==> src/rtl/product_combiner_8.sv <==
// rtl/product_combiner_8.sv - recombines eight 8x8 partial products into SEW 8/16/32 results
module product_combiner_8 (
   input  logic        clk,
   input  logic        reset,
   input  logic        prod_valid,
   output logic        prod_ready,
   input  logic [1:0]  sew,
   input  logic        phase,
   input  logic [15:0] mult1_P,
   input  logic [15:0] mult2_P,
   input  logic [15:0] mult3_P,
   input  logic [15:0] mult4_P,
   input  logic [15:0] mult5_P,
   input  logic [15:0] mult6_P,
   input  logic [15:0] mult7_P,
   input  logic [15:0] mult8_P,
   output logic [63:0] result,
   output logic [1:0]  result_sew,
   output logic        result_valid,
   input  logic        result_ready,
   output logic        err
);

   typedef enum logic {IDLE, HALF} state_t;

   state_t      state, state_next;
   logic [47:0] acc, acc_next;
   logic [47:0] pass_sum;
   logic [31:0] sum16_lo, sum16_hi;
   logic [63:0] sum32;
   logic        accept;
   logic        load;
   logic [63:0] load_data;
   logic [1:0]  load_sew;
   logic        err_next;

   // The output register can take a new beat whenever it is empty or being drained
   assign prod_ready = !result_valid || result_ready;
   assign accept     = prod_valid && prod_ready;

   // Arithmetic shared by all element widths; a 32-bit pass sum never exceeds 48 bits
   always_comb begin
      pass_sum = 48'(mult1_P)
               + (48'(mult2_P) << 8)
               + (48'(mult3_P) << 16)
               + (48'(mult4_P) << 24)
               + (48'(mult5_P) << 8)
               + (48'(mult6_P) << 16)
               + (48'(mult7_P) << 24)
               + (48'(mult8_P) << 32);
      sum16_lo = 32'(mult1_P) + (32'(mult2_P) << 8) + (32'(mult5_P) << 8) + (32'(mult6_P) << 16);
      sum16_hi = 32'(mult3_P) + (32'(mult4_P) << 8) + (32'(mult7_P) << 8) + (32'(mult8_P) << 16);
      sum32    = 64'(acc) + (64'(pass_sum) << 16);
   end

   // Next-state, accumulator update, result load and protocol-error decode
   always_comb begin
      state_next = state;
      acc_next   = acc;
      load       = 1'b0;
      load_data  = 64'd0;
      load_sew   = sew;
      err_next   = 1'b0;
      if (accept) begin
         if (state == HALF && sew == 2'b10 && phase) begin
            load       = 1'b1;
            load_data  = sum32;
            acc_next   = 48'd0;
            state_next = IDLE;
         end else begin
            // A pending low pass is abandoned by anything but its high pass
            err_next   = (state == HALF);
            acc_next   = 48'd0;
            state_next = IDLE;
            if (phase || sew == 2'b11) begin
               err_next = 1'b1;
            end else begin
               case (sew)
                  2'b00: begin
                     load      = 1'b1;
                     load_data = {mult4_P, mult3_P, mult2_P, mult1_P};
                  end
                  2'b01: begin
                     load      = 1'b1;
                     load_data = {sum16_hi, sum16_lo};
                  end
                  default: begin
                     acc_next   = pass_sum;
                     state_next = HALF;
                  end
               endcase
            end
         end
      end
   end

   // State, accumulator and registered error pulse
   always_ff @(posedge clk) begin
      if (reset) begin
         state <= IDLE;
         acc   <= 48'd0;
         err   <= 1'b0;
      end else begin
         state <= state_next;
         acc   <= acc_next;
         err   <= err_next;
      end
   end

   // Output holding register; a load in the consume cycle replaces without a bubble
   always_ff @(posedge clk) begin
      if (reset) begin
         result       <= 64'd0;
         result_sew   <= 2'b00;
         result_valid <= 1'b0;
      end else if (load) begin
         result       <= load_data;
         result_sew   <= load_sew;
         result_valid <= 1'b1;
      end else if (result_valid && result_ready) begin
         result_valid <= 1'b0;
      end
   end

endmodule

==> config.mk <==
export PLATFORM = sky130hd
export DESIGN_NAME = product_combiner_8
export DESIGN_NICKNAME = d
export VERILOG_FILES = /design/src/rtl/product_combiner_8.sv
export SDC_FILE = /design/constraint.sdc
export NUM_CORES = 1
export LEC_CHECK = 0
export BUFFER_PORTS_ARGS = -buffer_cell sky130_fd_sc_hd__buf_2
export CORE_ASPECT_RATIO = 1.2
export CORE_MARGIN = 1
export CORE_UTILIZATION = 30
export DETAILED_ROUTE_END_ITERATION = 8
export PLACE_DENSITY = 0.6
export SYNTH_ARGS = -nofsm -noshare
export SYNTH_HDL_FRONTEND = slang
export SYNTH_SLANG_ARGS = --single-unit
==> constraint.sdc <==
create_clock -name clk -period 14 [get_ports clk]
set_input_delay 1.4 -clock clk [delete_from_list [all_inputs] [get_ports clk]]
set_output_delay 1.4 -clock clk [all_outputs]
set_load 0.01 [all_outputs]
==> results of run 1 <==
==> logic make-up (layout without fill, tap and decap cells) <==
group	after synthesis	count (layout)	synth area share [%]
compound gates	455	455	24.28
xor+xnor	111	111	7.905
fa+ha+maj	178	178	22.58
buf+inv	240	415	7.314
flops	117	117	18.76
mux	23	23	1.934
other cells	0	2	0
simple gates	458	458	17.23
==> state kept, by name (all words and copies together), names as in the netlist <==
| signal | count |
|---|---|
| acc | 48 |
| state | 1 |
| result | 64 |
| result_valid | 1 |
| result_sew | 2 |
| err | 1 |
==> critical path, delay by kind of cell <==
kind | cells | cell delay [ns]
simple gates | 8 | 1.77
compound gates | 7 | 2.30
fa+ha+maj | 4 | 1.69
xor+xnor | 2 | 0.42
buf+inv | 2 | 0.18
==> worst max-delay path by stage <==
| stage | endpoint | slack (ns) | cells after the start |
|---|---|---|---|
| after floorplan | result[53]$_SDFFE_PP0P_ | 7.19 | 22 |
| after global placement | result[53]$_SDFFE_PP0P_ | 6.27 | 23 |
| after detailed placement | result[53]$_SDFFE_PP0P_ | 6.22 | 23 |
| after CTS | result[53]$_SDFFE_PP0P_ | 6.60 | 23 |
| after global routing | result[53]$_SDFFE_PP0P_ | 6.27 | 23 |
| final | result[53]$_SDFFE_PP0P_ | 6.54 | 23 |
==> cell type report <==
type	instances	area [sq um]	share of cell area, %
antenna	2	5.005	0.03426
clock buffer	18	429.2	2.938
clock inverter	14	146.4	1.002
inverter	167	626.9	4.292
multi-input combinational	1225	9266	63.44
sequential	117	2342	16.04
tap	539	674.4	4.617
timing repair buffer	216	1116	7.641
==> layer usage <==
| metal | vias to the layer above | track usage, % | share of wire, % |
|---|---|---|---|
| li1 | 5902 | - | - |
| met1 | 6009 | 28.36 | 43 |
| met2 | 442 | 39.80 | 48 |
| met3 | 76 | 2.865 | 5.0 |
| met4 | 0 | 8.445 | 3.2 |
| met5 | - | 0 | 0 |
==> through the flow <==
step	power, uW	std cells
global placement	1493	2264
floorplan	1151	1582
detailed placement	1494	2264
finish	1940	2298
CTS	1943	2296
global route	2066	2296
==> power groups by stage <==
stage / combinational, uW / sequential [uW] / clock [uW]
2_1_floorplan: 785 / 367 / 0
3_3_place_gp: 1130 / 365 / 0
3_5_place_dp: 1130 / 365 / 0
4_1_cts: 1140 / 358 / 449
5_1_grt: 1240 / 360 / 464
6_report: 1140 / 358 / 444
==> cell usage in the layout (no fill, tap or decap), drive strengths merged, types with 13 or more instances in the layout <==
| cell type | n |
|---|---|
| a221oi | 34 |
| o21ai | 99 |
| xor2 | 35 |
| a21oi | 126 |
| nor2 | 175 |
| ha | 99 |
| buf | 216 |
| nand3 | 25 |
| a211oi | 13 |
| o21bai | 13 |
| inv | 172 |
| mux2i | 14 |
| nand4 | 21 |
| clkbuf | 18 |
| nor3 | 50 |
| dfxtp | 117 |
| o211ai | 15 |
| fa | 79 |
| a31oi | 15 |
| a22oi | 43 |
| a21o | 24 |
| nand2 | 114 |
| xnor2 | 76 |
==> impl_results.md, run 1 <==
- Clock transition at path regs: 0.06 ns
- Power density over the cells: roughly 130 nW/um^2
- Initial antenna violation count: 0
- Total global-route track usage: 22.75%
- Die footprint: 42,450 sq um
- Final weighted congestion in routability-driven placement: slightly above 0.9
- Number of max-slew violations in the final report: 0
- Quantity of hold-fixing buffers added after cts: 0
- Post-synthesis sequential area ratio: a little under a fifth
- Sink of the worst hold path: result_sew[0]$_SDFFE_PP0P_
- Number of library cell types mapped by synthesis: just under 80
- Filler Cell Count: approximately 4.4k
- Total number of yosys warnings: 0
- Timing-limited maximum frequency: 134.1 MHz
- Drt first pass iters: 5
- Actual transition at the worst max-transition pin: ~1.2 ns
- Hold WC Path Type: reg2reg
- Count of pins on the block boundary: roughly 200
- Post-cts gate resize count: 0
- Final ANT Viol Nets: 0
- H-tree depth reported by CTS: 4
- Setup ws final: 6.543 ns
- Area of placed instances: 14,030 sq um
- Leading cell type by number of instances after synthesis: nor2_1
- Max-slew headroom: 17.09%
- Setup Fix Bufs, Post-CTS: 0
- Hold_sp: result_sew[0]$_SDFFE_PP0P_
- Post-synth top area share: 18.76%
- CTS tree: yes
- Endpoint of the worst register-to-register path: result[58]$_SDFFE_PP0P_
- CP Capture Type: flop
- First-pass GRT wire length: around 74,000 um
- Share of flip-flops with an asynchronous set or reset after synthesis: 0%
- Number of endpoints failing setup at the final stage: 0
- Number of buffers inserted during clock tree synthesis: 17
- Floorplan Core Area: a little over 40,000 sq um
- Slowest Stage Delay on Critical Path: a little under 0.6 ns
- Total negative setup slack: 0 ns
- Count of unresolved DRC violations after routing: 0
- Gate power share: between 50% and 60%
- Cell row count: 81
- Avg Vias per Cell: approximately 5.4
- Main area contributors after synthesis: dfxtp_1, fa_1, ha_1
- Time the worst path needs with I/O delays and setup: approximately 7.5 ns
- Netlist Area Pre-Place: 12,490 sq um
- Count of max-cap constraint violations: 0
- Via count of the first global-routing pass: around 13k
- Top flip-flop cell by instance count after synthesis: dfxtp_1
- Pre-CTS WS: around 6.2 ns
- Clock sinks: approximately 120
- Setup repair after global routing missed its margin: false
- Cell chain of the critical path: buf_2, fa_1, ha_1, inv_1, fa_1, nor2b_1, o21ai_1, and2_1, or3b_2, nand2_1, xor2_1, ha_1, a21o_1, a21oi_1, nor2b_1, or3_1, a221o_1, o31ai_1, o2111ai_1, nor3b_1, xnor2_1, a221oi_1, nor3_1
- Number of input and output port buffers inserted: between 200 and 250
- Fin Hold WS: approximately 0.46 ns
- Violation count after the first detailed-route iteration: ~840
- Share of post-route cells with drive strength above 1: approximately 17%
- X dimension of the die: 188.3 um
- Highest fanout seen on the critical path: 7
- Data arrival time of the critical path: between 7 and 8 ns
- Internal power: 1008 uW
- Cell at the root of the clock tree: clkbuf_16
- Vertical die dimension: between 200 and 250 um
- Post-layout net count: approximately 2.1k
- R2r setup slk: 10.21 ns
- Final non-filler cell area: approximately 15,000 sq um
- Initial core utilization: 30.50%
- Synthesized area divided by synthesized cell count: 7.894 sq um
- Maximum root-to-sink buffer count: 2
- Post-synthesis sequential element count: around 120
- Total global routing overflow: 0
- Vias: 12.43k
- Pin count of the biggest net entering global routing: 85
- Critical path start-end classification: in2reg
- Required time at the endpoint of the critical path: roughly 14 ns
- Post-Route Skew: 0.01067 ns
- Startpoint class of the critical path: input pin
- Cell leakage power: around 0.0065 uW
- Top cell types by occurrence after synthesis: nor2_1, inv_1, a21oi_1
- Net Count, Synth: 1,895
- Reg-to-reg startpoint: acc[16]$_SDFFE_PP0P_
- Number of flops mapped to enable cells by yosys: 0
- Sw Share: around half
- Worst hold path cell count: 2
- Source of the critical timing path: mult1_P[12]
- Worst-case reg-to-reg path depth: 13
- Sequential share of power: 18.5%
- Detailed placer's ending HPWL: 38,030 um
- Synth area leader: dfxtp_1
- Final hold violation count: 0
- Worst VDD drop: between 0.0001 and 0.00015 V
- Routed len/inst: roughly 21 um
- CP max-delay cell: fa_1
- Status: finished, final reports clean
- Clock share of power: between 20% and 30%
- Relative area change from synthesis to final layout: 16.96%
- Total routed wirelength: 47,540 um
- Cell count after synthesis: 1,582
- Switch Pwr: 931.8 uW
- Clock latency of the later-clocked register in the worst-skew pair: approximately 0.45 ns
- Portion of the clock cycle consumed by the worst path in the final layout: 53.26%
- Final core area utilization: 35.67%
Power figures use the tool's default switching activity.
==> inputs of run 2 (changes only) <==
--- a/config.mk
+++ b/config.mk
@@ -10,7 +10,7 @@
 export CORE_MARGIN = 1
 export CORE_UTILIZATION = 30
 export DETAILED_ROUTE_END_ITERATION = 8
-export PLACE_DENSITY = 0.6
+export PLACE_DENSITY = 0.61
 export SYNTH_ARGS = -nofsm -noshare
 export SYNTH_HDL_FRONTEND = slang
 export SYNTH_SLANG_ARGS = --single-unit
==> constraint.sdc (replaced) <==
create_clock -name clk -period 6.8 [get_ports clk]
set_input_delay 0.68 -clock clk [delete_from_list [all_inputs] [get_ports clk]]
set_output_delay 0.68 -clock clk [all_outputs]
set_load 0.01 [all_outputs]
==> run 2 against run 1 <==
Sequential share of layout area fell by 0.068 points; sequential cell count did not move; clock skew barely moved.
==> impl_results.md, run 2 (synthesis results as in run 1) <==
- Top library cells by usage in the layout, fill and taps aside: buf_2, nor2_1, inv_1, a21oi_1, dfxtp_1
- Filler Cell Count: 4,375 (-0.046%)
- Die footprint: 42,450 sq um (unchanged)
- Cell at the root of the clock tree: clkbuf_16
- Cell leakage power: 0.006581 uW (+0.61%)
- Vertical die dimension: 225.5 um (unchanged)
- Initial core utilization: 30.50% (unchanged)
- Number of max-slew violations in the final report: 0 (unchanged)
- Hold WC Path Type: in2reg
- Cell row count: 81 (unchanged)
- Final hold violation count: 0 (unchanged)
- Data arrival time of the critical path: 6.35 ns (-1.40 ns)
- Quantity of hold-fixing buffers added after cts: 0 (unchanged)
- Critical path start-end classification: in2reg
- Count of pins on the block boundary: 204 (unchanged)
- Time the worst path needs with I/O delays and setup: between 6 and 7 ns
- Count of unresolved DRC violations after routing: 0 (unchanged)
- Max-slew headroom: 14.94% (-2.2 points)
- Post-layout net count: 2,065 (+0.39%)
- Clock latency of the later-clocked register in the worst-skew pair: 0.44 ns (about the same)
- Initial antenna violation count: 0 (unchanged)
- Number of input and output port buffers inserted: 203 (unchanged)
- Most flop-heavy register: result
- Total routed wirelength: 48,000 um (+0.97%)
- DP Cell Count: 2,272 (+0.35%)
- Detailed placer's ending HPWL: 38,490 um (+1.2%)
- Routed len/inst: 20.82 um (+0.62%)
- Post-cts gate resize count: 0 (unchanged)
- Maximum root-to-sink buffer count: 2 (unchanged)
- Total global-route track usage: 22.83% (+0.082 points)
- H-tree depth reported by CTS: 4 (unchanged)
- Startpoint class of the critical path: input pin
- Highest fanout seen on the critical path: 6 (-1)
- Non-Filler Instances: 2,306 (+0.35%)
- Number of endpoints failing setup at the final stage: 0 (unchanged)
- Drt first pass iters: 6 (+1)
- X dimension of the die: 188.3 um (unchanged)
- Share of post-route cells with drive strength above 1: 17.00% (+0.43 points)
- Total negative setup slack: 0 ns (unchanged)
- CP Capture Type: flop
- Avg Vias per Cell: 5.435 (+0.49%)
- Clock transition at path regs: 0.06 ns (about the same)
- Vias: 12.53k (+0.84%)
- Area of placed instances: 14,090 sq um (+0.43%)
- Top flop regs: result x64, acc x48, result_sew x2
- Required time at the endpoint of the critical path: 7.08 ns (-7.21 ns)
- Setup repair after global routing missed its margin: false
- Timing-limited maximum frequency: 164.6 MHz
- CTS tree: yes
- Multi-input logic area: 9266 sq um (unchanged)
- Final non-filler cell area: 14,670 sq um (+0.43%)
- Most common cell after layout, fill and taps aside: buf_2
- Final weighted congestion in routability-driven placement: 0.9274 (+0.13%)
- Total global routing overflow: 0 (unchanged)
- Power density over the cells: 274.4 nW/um^2 (+110%)
- Post-Route Skew: 0.01045 ns (-0.0002173 ns)
- Count of max-cap constraint violations: 0 (unchanged)
- Setup Fix Bufs, Post-CTS: 0 (unchanged)
- Via count of the first global-routing pass: 12.46k (-0.75%)
- Relative area change from synthesis to final layout: 17.46%
- Largest register FFs: 64 (unchanged)
- Portion of the clock cycle consumed by the worst path in the final layout: 89.34%
- Area of all sequential standard cells: 2342 sq um (unchanged)
- Worst VDD drop: 0.0002060 V (+90%)
- Violation count after the first detailed-route iteration: 1,049 (+25%)
- Floorplan Core Area: 40,940 sq um (unchanged)
- Status: finished, final reports clean
- Number of buffers inserted during clock tree synthesis: 17 (unchanged)
- Pin count of the biggest net entering global routing: 93 (+9.4%)
- First-pass GRT wire length: 73,400 um (-0.57%)
- Clock sinks: 117 (unchanged)
- Actual transition at the worst max-transition pin: 1.275 ns (+0.03232 ns)
- Final ANT Viol Nets: 0 (unchanged)
==> run 2: cell types whose count changed in the layout (fill, tap and decap cells not counted) <==
| cell | before | now |
|---|---|---|
| buf_4 | 14 | 22 |
| clkinv_4 | 6 | 1 |
| inv_6 | 3 | 7 |
| clkbuf_1 | 1 | 0 |
| clkbuf_8 | 0 | 1 |
| clkinv_2 | 0 | 1 |
| clkinvlp_4 | 2 | 3 |
| inv_8 | 2 | 1 |
==> run 2: layer usage <==
layer | share of wire, % | global-route usage, % | vias to the layer above | wire length, um
met3 | 6.1 | 3.301 | 103 | 2918
li1 | - | - | 5914 | -
met1 | 43 | 28.80 | 5976 | 20540
met2 | 46 | 37.94 | 540 | 22320
met5 | 0 | 0 | - | 0
met4 | 4.6 | 11.28 | 0 | 2229
==> run 2: per-stage QoR <==
stage               hold WS, ns  worst slack [ns]  utilization, %  total power (uW)
floorplan                0.4610            0.7098               -              2370
global placement         0.4523            0.3401           34.40              3096
detailed placement       0.4501            0.3207           34.40              3096
CTS                      0.4286            0.7396           35.81              4030
global route             0.4394            0.3543           35.81              4285
finish                   0.4423            0.7251           35.83              4025
==> run 2: final timing paths <==
| check | end | slack, ns | cells after the start | from |
|---|---|---|---|---|
| max reg2reg | result[48]$_SDFFE_PP0P_ | 3.20 | 13 | acc[16]$_SDFFE_PP0P_ |
| max | result[53]$_SDFFE_PP0P_ | 0.73 | 23 | mult1_P[12] |
| min | result[44]$_SDFFE_PP0P_ | 0.44 | 2 | reset |
| min reg2reg | result_sew[0]$_SDFFE_PP0P_ | 0.46 | 2 | result_sew[0]$_SDFFE_PP0P_ |
==> run 2: report_power, final <==
part | total, uW | internal, uW | switching (uW)
clock | 919 | 522 | 396
combinational | 2370 | 862 | 1510
sequential | 738 | 716 | 21.7
==> run 2: final cells by class <==
class | count | share of cell area [%]
multi-input cells | 1225 | 63.17
clock inverters | 14 | 0.9468
inverters | 167 | 4.273
repair buffers | 224 | 8.018
flip-flops and latches | 117 | 15.97
clock buffers | 18 | 2.994
diodes | 2 | 0.03412
well taps | 539 | 4.597
==> run 2: critical path: stages <==
cell	delay, ns
buf_2	0.12
fa_1	0.58
ha_1	0.21
inv_1	0.07
fa_1	0.55
nor2b_1	0.19
o21ai_1	0.37
and2_1	0.24
or3b_2	0.45
nand2_1	0.09
xor2_1	0.23
ha_1	0.34
a21o_1	0.19
a21oi_1	0.13
nor2b_1	0.07
or3_1	0.31
a221o_1	0.34
o31ai_1	0.34
o2111ai_1	0.18
nor3b_1	0.17
xnor2_1	0.16
a221oi_1	0.26
nor3_1	0.07
==> inputs of run 3 (changes only) <==
--- a/config.mk
+++ b/config.mk
@@ -9,8 +9,11 @@
 export CORE_ASPECT_RATIO = 1.2
 export CORE_MARGIN = 1
 export CORE_UTILIZATION = 30
+export CTS_BUF_LIST = sky130_fd_sc_hd__clkbuf_8 sky130_fd_sc_hd__clkbuf_16
+export CTS_CLUSTER_SIZE = 28
 export DETAILED_ROUTE_END_ITERATION = 8
 export PLACE_DENSITY = 0.61
+export RECOVER_POWER = 25
 export SYNTH_ARGS = -nofsm -noshare
 export SYNTH_HDL_FRONTEND = slang
 export SYNTH_SLANG_ARGS = --single-unit
==> run 3 against run 2 <==
Cell area down 0.41%; final cell count about the same; total power down 0.13%; non-clock buffer count unchanged; fmax about the same; wire length about the same; sequential power about the same.
==> impl_results.md, run 3 (synthesis results as in run 1) <==
- Internal power: 2096 uW (-0.18%)
- Most flop-heavy register: result
- Setup repair after global routing missed its margin: false
- M1 GR Usage: 28.80% (unchanged)
- Count of unresolved DRC violations after routing: 0 (unchanged)
- Met2 Use GR: 37.94% (unchanged)
- Highest fanout seen on the critical path: 6 (unchanged)
- Die footprint: 42,450 sq um (unchanged)
- Most common cell after layout, fill and taps aside: nor2_1
- Gate power share: 58.8% (about the same)
- Required time at the endpoint of the critical path: 7.08 ns (about the same)
- CP max-delay cell: fa_1
- Top flop regs: result x64, acc x48, result_sew x2
- Vias: 12.52k (-0.10%)
- X dimension of the die: 188.3 um (unchanged)
- Slowest Stage Delay on Critical Path: 0.58 ns (about the same)
- Avg Vias per Cell: 5.432 (about the same)
- Count of pins on the block boundary: 204 (unchanged)
- H-tree depth reported by CTS: 4 (unchanged)
- Violation count after the first detailed-route iteration: 1,044 (-0.48%)
- Switch Pwr: 1924 uW (about the same)
- Worst VDD drop: 0.0002064 V (+0.22%)
- Hold WC Path Type: in2reg
- Via count of the first global-routing pass: 12.46k (unchanged)
- Share of post-route cells with drive strength above 1: 14.39% (-2.6 points)
- GR peak layer: met2
- Total power of the final layout: 4020 uW (-0.13%)
- Time the worst path needs with I/O delays and setup: 6.074 ns (-0.0008660 ns)
- Timing-limited maximum frequency: 164.6 MHz (about the same)
- Final weighted congestion in routability-driven placement: 0.9274 (unchanged)
- Final ANT Viol Nets: 0 (unchanged)
- Total global routing overflow: 0 (unchanged)
- Maximum root-to-sink buffer count: 2 (unchanged)
- Relative area change from synthesis to final layout: 16.98%
- CP Buf/Inv Count: 2 (unchanged)
- Routed len/inst: 20.82 um (about the same)
- Clock sinks: 117 (unchanged)
- Final non-filler cell area: 14,610 sq um (-0.41%)
- Total global-route track usage: 22.83% (unchanged)
- Total negative setup slack: 0 ns (unchanged)
- Drt first pass iters: 5 (-1)
- Area of placed instances: 14,090 sq um (unchanged)
- Status: finished, final reports clean
- Detailed placer's ending HPWL: 38,490 um (unchanged)
- Vertical die dimension: 225.5 um (unchanged)
- Cell leakage power: 0.006391 uW (-2.9%)
- Number of endpoints failing setup at the final stage: 0 (unchanged)
- Initial antenna violation count: 0 (unchanged)
- Largest register FFs: 64 (unchanged)
- Top library cells by usage in the layout, fill and taps aside: nor2_1, inv_1, buf_2, a21oi_1, dfxtp_1
- Sequential share of power: 18.4% (about the same)
- Portion of the clock cycle consumed by the worst path in the final layout: 89.32% (about the same)
- Number of input and output port buffers inserted: 203 (unchanged)
- Power density over the cells: 275.2 nW/um^2 (+0.28%)
- Startpoint class of the critical path: input pin
- CP Capture Type: flop
- Cell at the root of the clock tree: clkbuf_16
- Sw Share: 47.85% (about the same)
- Cell chain of the critical path: buf_2, fa_1, ha_1, inv_1, fa_1, nor2b_1, o21ai_1, and2_1, or3b_2, nand2_1, xor2_1, ha_1, a21o_1, a21oi_1, nor2b_1, or3_1, a221o_1, o31ai_1, o2111ai_1, nor3b_1, xnor2_1, a221oi_1, nor3_1
- Post-layout net count: 2,065 (unchanged)
- Source of the critical timing path: mult1_P[12]
- Final hold violation count: 0 (unchanged)
- Actual transition at the worst max-transition pin: 1.281 ns (+0.006552 ns)
- Quantity of hold-fixing buffers added after cts: 0 (unchanged)
- Reg-to-reg startpoint: acc[16]$_SDFFE_PP0P_
- Filler Cell Count: 4,395 (+0.46%)
- Pin count of the biggest net entering global routing: 93 (unchanged)
- Hold_sp: reset
- First-pass GRT wire length: 73,400 um (unchanged)
- Floorplan Core Area: 40,940 sq um (unchanged)
- Clock latency of the later-clocked register in the worst-skew pair: 0.44 ns (about the same)
- Clock transition at path regs: 0.07 ns (about the same)
- Post-Route Skew: 0.01186 ns (+0.001410 ns)
- Critical path start-end classification: in2reg
- Cell row count: 81 (unchanged)
- Initial core utilization: 30.50% (unchanged)
- Number of max-slew violations in the final report: 0 (unchanged)
- Total routed wirelength: 47,980 um (about the same)
- Global-route met3 utilization: 3.301% (unchanged)
- Number of buffers inserted during clock tree synthesis: 17 (unchanged)
- Clock share of power: 22.8% (about the same)
- Max-slew headroom: 14.50% (-0.44 points)
- Data arrival time of the critical path: 6.35 ns (about the same)
- Count of max-cap constraint violations: 0 (unchanged)
- Post-cts gate resize count: 0 (unchanged)
- Setup Fix Bufs, Post-CTS: 0 (unchanged)
- Category of cells accounting for the largest share of critical-path delay: compound AO/OA/AOI/OAI gates
- CTS tree: yes
==> run 3: cell types whose count changed in the layout (fill, tap and decap cells not counted), sizes merged <==
cell / change
clkbuf: +46
buf: -46
diode: -1
==> run 3: metrics by stage <==
| step | hold WS (ns) | cells | utilization (%) | setup slack [ns] |
|---|---|---|---|---|
| floorplan | 0.4610 | 1582 | - | 0.7098 |
| global placement | 0.4523 | 2272 | 34.40 | 0.3401 |
| detailed placement | 0.4501 | 2272 | 34.40 | 0.3207 |
| CTS | 0.4286 | 2304 | 35.81 | 0.7396 |
| global route | 0.4394 | 2304 | 35.67 | 0.3543 |
| finish | 0.4420 | 2305 | 35.68 | 0.7260 |
==> run 3: path summary, 6_finish.rpt <==
path	endpoint	cells after the start	slack, ns
max reg2reg	result[48]$_SDFFE_PP0P_	13	3.17
min reg2reg	result_sew[0]$_SDFFE_PP0P_	2	0.46
max	result[53]$_SDFFE_PP0P_	23	0.73
min	result[44]$_SDFFE_PP0P_	2	0.44
==> run 3: layout make-up <==
class | count | area, sq um | area share, %
sequential | 117 | 2342 | 16.03
timing repair buffer | 224 | 1119 | 7.657
clock buffer | 18 | 439.2 | 3.006
antenna | 1 | 2.502 | 0.01713
inverter | 167 | 626.9 | 4.291
multi-input combinational | 1225 | 9266 | 63.43
tap | 539 | 674.4 | 4.616
clock inverter | 14 | 138.9 | 0.9507
==> run 3: per-layer routing <==
layer | wire, um | vias to the layer above
met3 | 2841 | 104
met4 | 2211 | 0
met1 | 20580 | 5981
li1 | - | 5913
met2 | 22340 | 522
met5 | 0 | -
==> run 3: worst reg2reg max path, stage by stage (launching register included) <==
cell      delay [ns]
dfxtp_1         0.31
ha_1            0.22
fa_1            0.41
a21o_1          0.21
a41oi_1         0.25
a31o_2          0.21
a21oi_1         0.12
o21ai_0         0.40
o211ai_1        0.23
a21oi_1         0.43
xor2_1          0.12
o221ai_1        0.39
o21ai_0         0.16
nor2_1          0.10
==> run 3: power groups by stage <==
| stage | Clock [uW] | Sequential, uW | Combinational (uW) |
|---|---|---|---|
| after CTS | 934 | 737 | 2360 |
| after floorplan | 0 | 755 | 1620 |
| final | 917 | 738 | 2360 |
| after global placement | 0 | 752 | 2340 |
| after detailed placement | 0 | 752 | 2340 |
| after global routing | 965 | 741 | 2580 |
